$ cat src/rtl/reorder_buffer.sv
// rtl/reorder_buffer.sv - in-order retirement queue with CDB capture, operand forwarding and flush
//
// Ports:
//   clk, rst               clock, synchronous active-high reset
//   rdy                    global enable; low freezes all state and registered outputs
//   issue_*                allocate one entry at tail (type 0 reg, 1 branch, 2 store, 3 ready reg)
//   rob_full, rob_alloc_tag  occupancy and the tag the next issue receives
//   cdb_*                  result broadcast captured into the matching busy entry
//   qN_tag -> qN_ready/qN_val  operand lookup with same-cycle CDB bypass
//   rob_to_reg_*           registered regfile commit strobe
//   rob_to_lsb_*           registered store release strobe
//   clr, clr_pc            registered flush pulse and fetch redirect
module reorder_buffer #(
    parameter int ROB_SIZE = 16,
    parameter int IDX_W    = 4,
    parameter int TAG_W    = 5
) (
    input  logic             clk,
    input  logic             rst,
    input  logic             rdy,
    input  logic             issue_valid,
    input  logic [1:0]       issue_type,
    input  logic [4:0]       issue_rd,
    input  logic [31:0]      issue_pc,
    input  logic             issue_pred_taken,
    input  logic [31:0]      issue_val,
    output logic             rob_full,
    output logic [TAG_W-1:0] rob_alloc_tag,
    input  logic             cdb_valid,
    input  logic [TAG_W-1:0] cdb_tag,
    input  logic [31:0]      cdb_val,
    input  logic             cdb_taken,
    input  logic [31:0]      cdb_target,
    input  logic [TAG_W-1:0] q1_tag,
    input  logic [TAG_W-1:0] q2_tag,
    output logic             q1_ready,
    output logic             q2_ready,
    output logic [31:0]      q1_val,
    output logic [31:0]      q2_val,
    output logic             rob_to_reg_enable,
    output logic [4:0]       rob_to_reg_rd,
    output logic [TAG_W-1:0] rob_to_reg_rob_pos,
    output logic [31:0]      rob_to_reg_val,
    output logic             rob_to_lsb_commit,
    output logic [TAG_W-1:0] rob_to_lsb_tag,
    output logic             clr,
    output logic [31:0]      clr_pc
);

    localparam logic [IDX_W:0] FULL_COUNT = (IDX_W+1)'(ROB_SIZE);
    localparam logic [1:0]     TYPE_BRANCH = 2'd1;
    localparam logic [1:0]     TYPE_STORE  = 2'd2;
    localparam logic [1:0]     TYPE_READY  = 2'd3;

    logic [ROB_SIZE-1:0] busy;
    logic [ROB_SIZE-1:0] ready;
    logic [ROB_SIZE-1:0] pred_taken_r;
    logic [ROB_SIZE-1:0] taken_r;
    logic [1:0]          type_r   [ROB_SIZE];
    logic [4:0]          rd_r     [ROB_SIZE];
    logic [31:0]         pc_r     [ROB_SIZE];
    logic [31:0]         val_r    [ROB_SIZE];
    logic [31:0]         target_r [ROB_SIZE];

    logic [IDX_W-1:0] head;
    logic [IDX_W-1:0] tail;
    logic [IDX_W:0]   count;

    logic [IDX_W-1:0] cdb_idx;
    logic             cdb_wr;
    logic             issue_ok;
    logic             commit;
    logic             mispredict;

    // Tags are index+1 so that 0 can mean "no producer".
    function automatic logic [IDX_W-1:0] tag_idx(input logic [TAG_W-1:0] t);
        logic [TAG_W-1:0] m;
        m = t - TAG_W'(1);
        return m[IDX_W-1:0];
    endfunction

    // Returns {ready, value}: stored result first, then same-cycle CDB bypass.
    function automatic logic [32:0] query(input logic [TAG_W-1:0] t);
        logic [IDX_W-1:0] i;
        i = tag_idx(t);
        if (t == '0)
            return '0;
        if (busy[i] && ready[i])
            return {1'b1, val_r[i]};
        if (cdb_valid && cdb_tag == t)
            return {1'b1, cdb_val};
        return '0;
    endfunction

    assign rob_full      = (count == FULL_COUNT);
    assign rob_alloc_tag = {1'b0, tail} + TAG_W'(1);

    always_comb begin
        cdb_idx  = tag_idx(cdb_tag);
        cdb_wr   = cdb_valid && !clr && (cdb_tag != '0) && busy[cdb_idx];
        issue_ok = issue_valid && !rob_full && !clr;
        // A CDB write landing on the head this edge defers its commit by one edge.
        commit   = (count != '0) && busy[head] && ready[head] && !clr
                   && !(cdb_wr && cdb_idx == head);
        mispredict = commit && type_r[head] == TYPE_BRANCH
                     && taken_r[head] != pred_taken_r[head];
        {q1_ready, q1_val} = query(q1_tag);
        {q2_ready, q2_val} = query(q2_tag);
    end

    always_ff @(posedge clk) begin
        if (rst) begin
            busy               <= '0;
            ready              <= '0;
            head               <= '0;
            tail               <= '0;
            count              <= '0;
            rob_to_reg_enable  <= 1'b0;
            rob_to_reg_rd      <= '0;
            rob_to_reg_rob_pos <= '0;
            rob_to_reg_val     <= '0;
            rob_to_lsb_commit  <= 1'b0;
            rob_to_lsb_tag     <= '0;
            clr                <= 1'b0;
            clr_pc             <= '0;
        end else if (rdy) begin
            rob_to_reg_enable <= 1'b0;
            rob_to_lsb_commit <= 1'b0;
            clr               <= 1'b0;

            if (issue_ok) begin
                busy[tail]         <= 1'b1;
                ready[tail]        <= (issue_type == TYPE_READY);
                type_r[tail]       <= issue_type;
                rd_r[tail]         <= issue_rd;
                pc_r[tail]         <= issue_pc;
                pred_taken_r[tail] <= issue_pred_taken;
                val_r[tail]        <= issue_val;
                taken_r[tail]      <= 1'b0;
                target_r[tail]     <= '0;
                tail               <= tail + IDX_W'(1);
            end

            if (cdb_wr) begin
                val_r[cdb_idx]    <= cdb_val;
                taken_r[cdb_idx]  <= cdb_taken;
                target_r[cdb_idx] <= cdb_target;
                ready[cdb_idx]    <= 1'b1;
            end

            if (commit) begin
                busy[head]  <= 1'b0;
                ready[head] <= 1'b0;
                head        <= head + IDX_W'(1);
                if (type_r[head] != TYPE_STORE && rd_r[head] != 5'd0) begin
                    rob_to_reg_enable  <= 1'b1;
                    rob_to_reg_rd      <= rd_r[head];
                    rob_to_reg_rob_pos <= {1'b0, head} + TAG_W'(1);
                    rob_to_reg_val     <= val_r[head];
                end
                if (type_r[head] == TYPE_STORE) begin
                    rob_to_lsb_commit <= 1'b1;
                    rob_to_lsb_tag    <= {1'b0, head} + TAG_W'(1);
                end
            end

            case ({issue_ok, commit})
                2'b10:   count <= count + (IDX_W+1)'(1);
                2'b01:   count <= count - (IDX_W+1)'(1);
                default: ;
            endcase

            // Flush wins over any issue or CDB capture on the same edge.
            if (mispredict) begin
                busy   <= '0;
                ready  <= '0;
                head   <= '0;
                tail   <= '0;
                count  <= '0;
                clr    <= 1'b1;
                clr_pc <= taken_r[head] ? target_r[head] : pc_r[head] + 32'd4;
            end
        end
    end

endmodule

$ cat config.mk
export PLATFORM = sky130hd
export DESIGN_NAME = reorder_buffer
export DESIGN_NICKNAME = d
export VERILOG_FILES = /design/src/rtl/reorder_buffer.sv
export SDC_FILE = /design/constraint.sdc
export NUM_CORES = 2
export LEC_CHECK = 0
export CAP_MARGIN = 30
export CELL_PAD_IN_SITES_DETAIL_PLACEMENT = 1
export CELL_PAD_IN_SITES_GLOBAL_PLACEMENT = 1
export CORE_ASPECT_RATIO = 0.6
export CORE_UTILIZATION = 45
export CTS_CLUSTER_SIZE = 14
export DETAILED_ROUTE_END_ITERATION = 8
export PLACE_DENSITY = 0.67
export RECOVER_POWER = 25
export SETUP_SLACK_MARGIN = 0.4
export SYNTH_ARGS = -nofsm -noshare
export SYNTH_HDL_FRONTEND = slang
export SYNTH_SLANG_ARGS = --single-unit
$ cat constraint.sdc
create_clock -name clk -period 12.4 [get_ports clk]
set_clock_uncertainty 0.2 [all_clocks]
set_input_delay 2.48 -clock clk [delete_from_list [all_inputs] [get_ports clk]]
set_output_delay 2.48 -clock clk [all_outputs]
set_load 0.01 [all_outputs]
Word level (Yosys, flattened, before mapping)
Memories as Yosys holds them, arrays and structs flattened. A register that Yosys moved wholly into a read port is not among the register bits.
Cells that the tools add are included.
{"block": "totals", "register_bits": 127, "ram_bits": 1648, "output_inout_bits": 154, "elab_cells": 191, "n_memories": 5}
{"block": "op_classes", "n_addsub": 10, "order_cmp": 8, "eq_ne": 11, "muxes": 96, "bitwise": 8, "n_reduce_logical": 39}
{"name": "pc_r", "words": 16, "word_bits": 32, "rd": 1, "rd_ports_with_merged_regs": 1, "wr": 1, "line": "61", "text": "logic [31:0] pc_r [ROB_SIZE];"}
{"name": "target_r", "words": 16, "word_bits": 32, "rd": 1, "rd_ports_with_merged_regs": 1, "wr": 2, "line": "63", "text": "logic [31:0] target_r [ROB_SIZE];"}
{"name": "val_r", "words": 16, "word_bits": 32, "rd": 3, "rd_ports_with_merged_regs": 1, "wr": 2, "line": "62", "text": "logic [31:0] val_r [ROB_SIZE];"}
{"name": "rd_r", "words": 16, "word_bits": 5, "rd": 1, "rd_ports_with_merged_regs": 1, "wr": 1, "line": "60", "text": "logic [4:0] rd_r [ROB_SIZE];"}
{"name": "type_r", "words": 16, "word_bits": 2, "rd": 1, "rd_ports_with_merged_regs": 1, "wr": 1, "line": "59", "text": "logic [1:0] type_r [ROB_SIZE];"}
{"op": "$mux 33", "count": 12}
{"op": "$mux 16", "count": 17}
{"op": "$and 16x16->16", "count": 3}
{"op": "$bwmux 16", "count": 3}
{"op": "$mux 4", "count": 12}
{"op": "$mux 1", "count": 37}
{"op": "$bmux 1 s4", "count": 9}
{"op": "$add 32x3->32 const B", "count": 1}
{"op": "$mux 32", "count": 1}
{"op": "$not 16->16", "count": 2}
{"op": "$or 16x16->16", "count": 2}
{"op": "$lt 4x5->1 const B", "count": 5}
{"op": "$logic_and 1x1->1", "count": 20}
{"op": "$reduce_bool 5->1", "count": 3}
{"op": "$demux 1 s4", "count": 3}
{"op": "$ge 4x1->1 const B", "count": 3}
{"op": "$sub 4x1->4 const B", "count": 3}
{"op": "$add 4x1->5 const B", "count": 2}
{"op": "$eq 5x5->1", "count": 2}
{"op": "$logic_not 5->1", "count": 2}
{"op": "$pmux 5 s2", "count": 1}
{"op": "$reduce_and 2->1", "count": 5}
{"op": "$reduce_and 3->1", "count": 3}
{"op": "$add 4x1->4 const B", "count": 2}
{"op": "other kinds (13)", "count": 19}

Depth between registers and ports, before layout
{"block": "logic_depth", "ltp_word": 15, "depth_mapped": 19, "ltp_nobuf": 16}

Least setup slack after synthesis
Ideal clock, no wire load.
{"block": "synth_path", "kind": "input port to flip-flop", "from": "in cdb_tag[0]", "to": "mem target_r[10][0], enable pin", "arrival_ps": 8035, "setup_slack_ps": 3657, "stages": 13, "n_path_buf": 4, "path_cell_list": "buf_2 > inv_1 > ha_1 > buf_2 > mux2i_1 > mux2_2 > a311o_1 > nor3_1 > nand2_1 > or3_1 > clkbuf_1 > clkbuf_1 > o22ai_1"}
{"item": "start, declared", "line": "30", "text": "input logic [TAG_W-1:0] cdb_tag,"}
{"item": "end, declared", "line": "63"}

Worst setup path after layout
{"block": "layout_path", "from": "in q2_tag[0]", "to": "out q2_val[4]"}
{"block": "layout_via", "elab_chain_len": 9}
{"item": "start, declared", "line": "35", "text": "input logic [TAG_W-1:0] q2_tag,"}
{"item": "$sub 4x1->4", "line": "78", "text": "m = t - TAG_W'(1);"}
{"item": "$bmux 1 s4", "line": "88", "text": "if (busy[i] && ready[i])"}
{"item": "$mux 1 (implied by the code)", "line": "88"}
{"item": "$logic_and 1x1->1", "line": "88"}
{"item": "$mux 33", "line": "88"}
{"item": "$mux 33", "line": "90", "text": "if (cdb_valid && cdb_tag == t)"}
{"item": "$mux 33", "line": "92", "text": "return '0;"}
{"item": "$mux 33", "line": "90"}
{"item": "$mux 33 *", "line": "88"}
{"item": "end, declared", "line": "39", "text": "output logic [31:0] q2_val,"}
Every way passes the cells marked *; elsewhere a longest branch is shown, timed or not. The select of a mux whose other input is x is not followed.

==> impl_metrics.toml <==
[critical_path]
path_class = "in -> out"
crit_path_start_kind = "input pin"
r2r-end = "clr_pc[9]"
worstSetupEndpointType = "output pin"
slowest_delay_ps = 1080
worstReg2RegStart = "head[0]"
r2r_slack_ps = 6280
path_buf_inv = 4
reg2reg_depth = 11
crit_required_ps = 9720
slowest_stage = "mux4_4"
crit_family = "buffers and inverters"
path_max_fanout = 64
cp-startpoint = "q2_tag[0]"
critical_path.cell_chain = "buf_8, clkinv_1, ha_4, xnor2_2, mux4_2, mux4_4, a22oi_1, o21ai_4, buf_16, nor2_1, clkdlybuf4s50_1"
worst-endpoint-arrival_ps = 7930

[timing]
fin_hold_ws_ps = 257
period_share = 0.855
relSlewSlack = -1.61
maxSlewViolCount = 273
rsz0062_at_grt = "no"
worst_pin_slew_ps = 3920
setup_ws_ps = 1790
fmax_mhz = 94.3
hold_viol = 0
post-route-min-period_ps = 10610
fin_tns_setup_ps = 0
setup_violations = 0

[clocking]
cts_tree = "done"
cts_made_buffers = 184
root_buffer = "clkbuf_16"
htree_levels = 4
clkSlewWorstSetupHoldPaths_ps = 70
clock-sinks = 1811
post-cts-setup-buffers = 0
hold_buffers = 0
insertion_delay_ps = 840
cts_max_path_buffers = 4
cts_resized = 0

[routing]
wl_per_cell_um = 36.4
vias = 55300
wl_um = 306000
via_per_inst = 6.58
drt_pass1_iterations = 6
detail-route-antenna-nets = 0
drt-initial-drc-count = 7084
drc = 0

[layout]
drive_above_1_share = 0.292
layout.nets = 5807
stdcell_area_um2 = 101000
final_util = 0.514
area_growth_pct = 13.1
final_cells = 8412

[synthesis]
syn_nets = 5691
yosys_warnings = 0
ys.flop_type = "edfxtp_1"
yosysSeqAreaShare = 0.591
async_reset_ff_frac = 0
synth_top_area_frac = 0.562
ys_types = 81
synth_top_area_cell = "edfxtp_1"
synth_cells = 5516
netlist_area_um2 = 89800
synth_edf_count = 1680
synth_area_leaders = "edfxtp_1, mux4_2, mux2_2, and2_1, dfxtp_1"
synth_seq_cells = 1811
syn_avg_cell_area_um2 = 16.3

[floorplanning]
io_pins = 311
die_w_um = 579
core.rowCount = 126
core_um2 = 197000
die_h_um = 348
initial_utilization = 0.455
die_area_um2 = 201000

[grt]
grt_max_degree = 110
gr-total-overflow = 0
met2_usage = 0.452
grt_pass1_wl_um = 433000
busiest_layer = "met1"
use_met1 = 0.457
groute.usage.overall = 0.303
grt.met3_usage = 0.0605
first_global_vias = 55500
antenna_found_initial = 46

[place]
dp_cells = 8065
place_area_um2 = 95600
place_congestion = 0.855
dp_hpwl_um = 178000
port_buffers = 310
pre_cts_ws_ps = 1850

[hold_path]
hold_depth = 2
hold_path_class = "reg -> reg"
min_from = "clr_pc[5]"
min_to = "clr_pc[5]"

[run_status]
violations = "capacitance limit, slew limit"
status = "finished, violations left"

[power_and_ir_drop]
ir_drop_uv = 121
pwr_density_cell_nw_per_um2 = 128
total_power_mw = 13.0
leakage_nw = 32.3

[run]
cap_violations = 8
-- logic make-up after synthesis --
logic type	share of synthesized area
flops	0.591
simple gates	0.0804
mux	0.273
buf+inv	0.0273
compound gates	0.0206
xor+xnor	0.00507
fa+ha+maj	0.00251
-- synth_stat cells, types with 12 or more instances --
library cell	number
a211oi_1	18
a21oi_1	55
a221oi_1	12
a22oi_1	52
and2_1	523
and3_1	13
buf_1	75
buf_2	82
buf_4	16
clkbuf_1	332
dfxtp_1	131
edfxtp_1	1680
ha_1	18
inv_1	24
mux2_2	384
mux2i_1	138
mux4_1	15
mux4_2	816
nand2_1	544
nand3_1	47
nand4_1	16
nor2_1	214
nor2b_1	16
nor3_1	21
o21ai_0	43
o22ai_1	20
xnor2_1	36
xor2_1	16
-- metal layers --
metal,part of all wire,routed length (µm)
met5,0.00045,137
met4,0.024,7250
met3,0.094,28900
met2,0.45,137000
met1,0.43,133000
-- placed cells by master, fill, tap and decap left out, types with 18 or more instances in the layout --
cell type / n
o21ai_0: 39
clkinv_2: 36
a21oi_1: 55
inv_1: 24
dfxtp_1: 124
nor2_1: 196
nand3_1: 43
a211oi_1: 18
dlygate4sd3_1: 123
nor3_1: 18
mux2_2: 384
mux4_2: 814
nor2_4: 24
mux2i_1: 138
clkbuf_16: 186
clkbuf_1: 56
clkinv_1: 33
edfxtp_1: 1680
clkdlybuf4s50_1: 183
xnor2_1: 32
and2_1: 523
a22oi_1: 52
nand2_1: 544
buf_4: 119
-- worst reg2reg max path, cell delays in order, from the launching register on --
cell and delay [ps]:
dfxtp_4 820, buf_4 780, mux4_2 610, a22o_1 320
a221oi_4 200, buf_4 540, xnor2_1 230, nor3b_2 430
nand2_2 460, nor2_4 910, o211ai_1 330, a21oi_1 220
-- final cells by class --
class | count | area [µm²]
fillers | 18300 | 95900
flip-flops and latches | 1811 | 53100
multi-input cells | 3152 | 34700
clock buffers | 242 | 4950
repair buffers | 455 | 4480
well taps | 2624 | 3280
clock inverters | 87 | 817
inverters | 28 | 106
diodes | 13 | 32.5
-- state kept, by name (all words and copies together), names as in the netlist, named ones only --
name	cells
target_r	512
rob_to_lsb_commit	1
pc_r	512
rd_r	80
clr_pc	32
count	5
busy	16
ready	16
rob_to_reg_val	32
rob_to_reg_rob_pos	5
rob_to_lsb_tag	5
taken_r	16
head	4
val_r	512
rob_to_reg_enable	1
clr	1
pred_taken_r	16
rob_to_reg_rd	5
tail	4
type_r	32
-- worst max path at each step --
stage	endpoint	slack, ps	cells past startpoint
global route	q2_val[5]	1550	11
floorplan	target_r[10][0]	3660	13
global placement	q2_val[5]	1910	10
finish	q2_val[4]	1790	11
detailed placement	q2_val[5]	1850	11
CTS	q2_val[5]	1760	11
-- power breakdown --
group          leakage, nW  total, mW  internal (mW)  switching (mW)
clock                 2.84       5.57           3.12            2.45
combinational         13.9      0.782          0.335           0.447
sequential            15.6       6.68           6.67          0.0138
total                 32.3       13.0           10.1            2.91
Power figures use the tool's default switching activity.
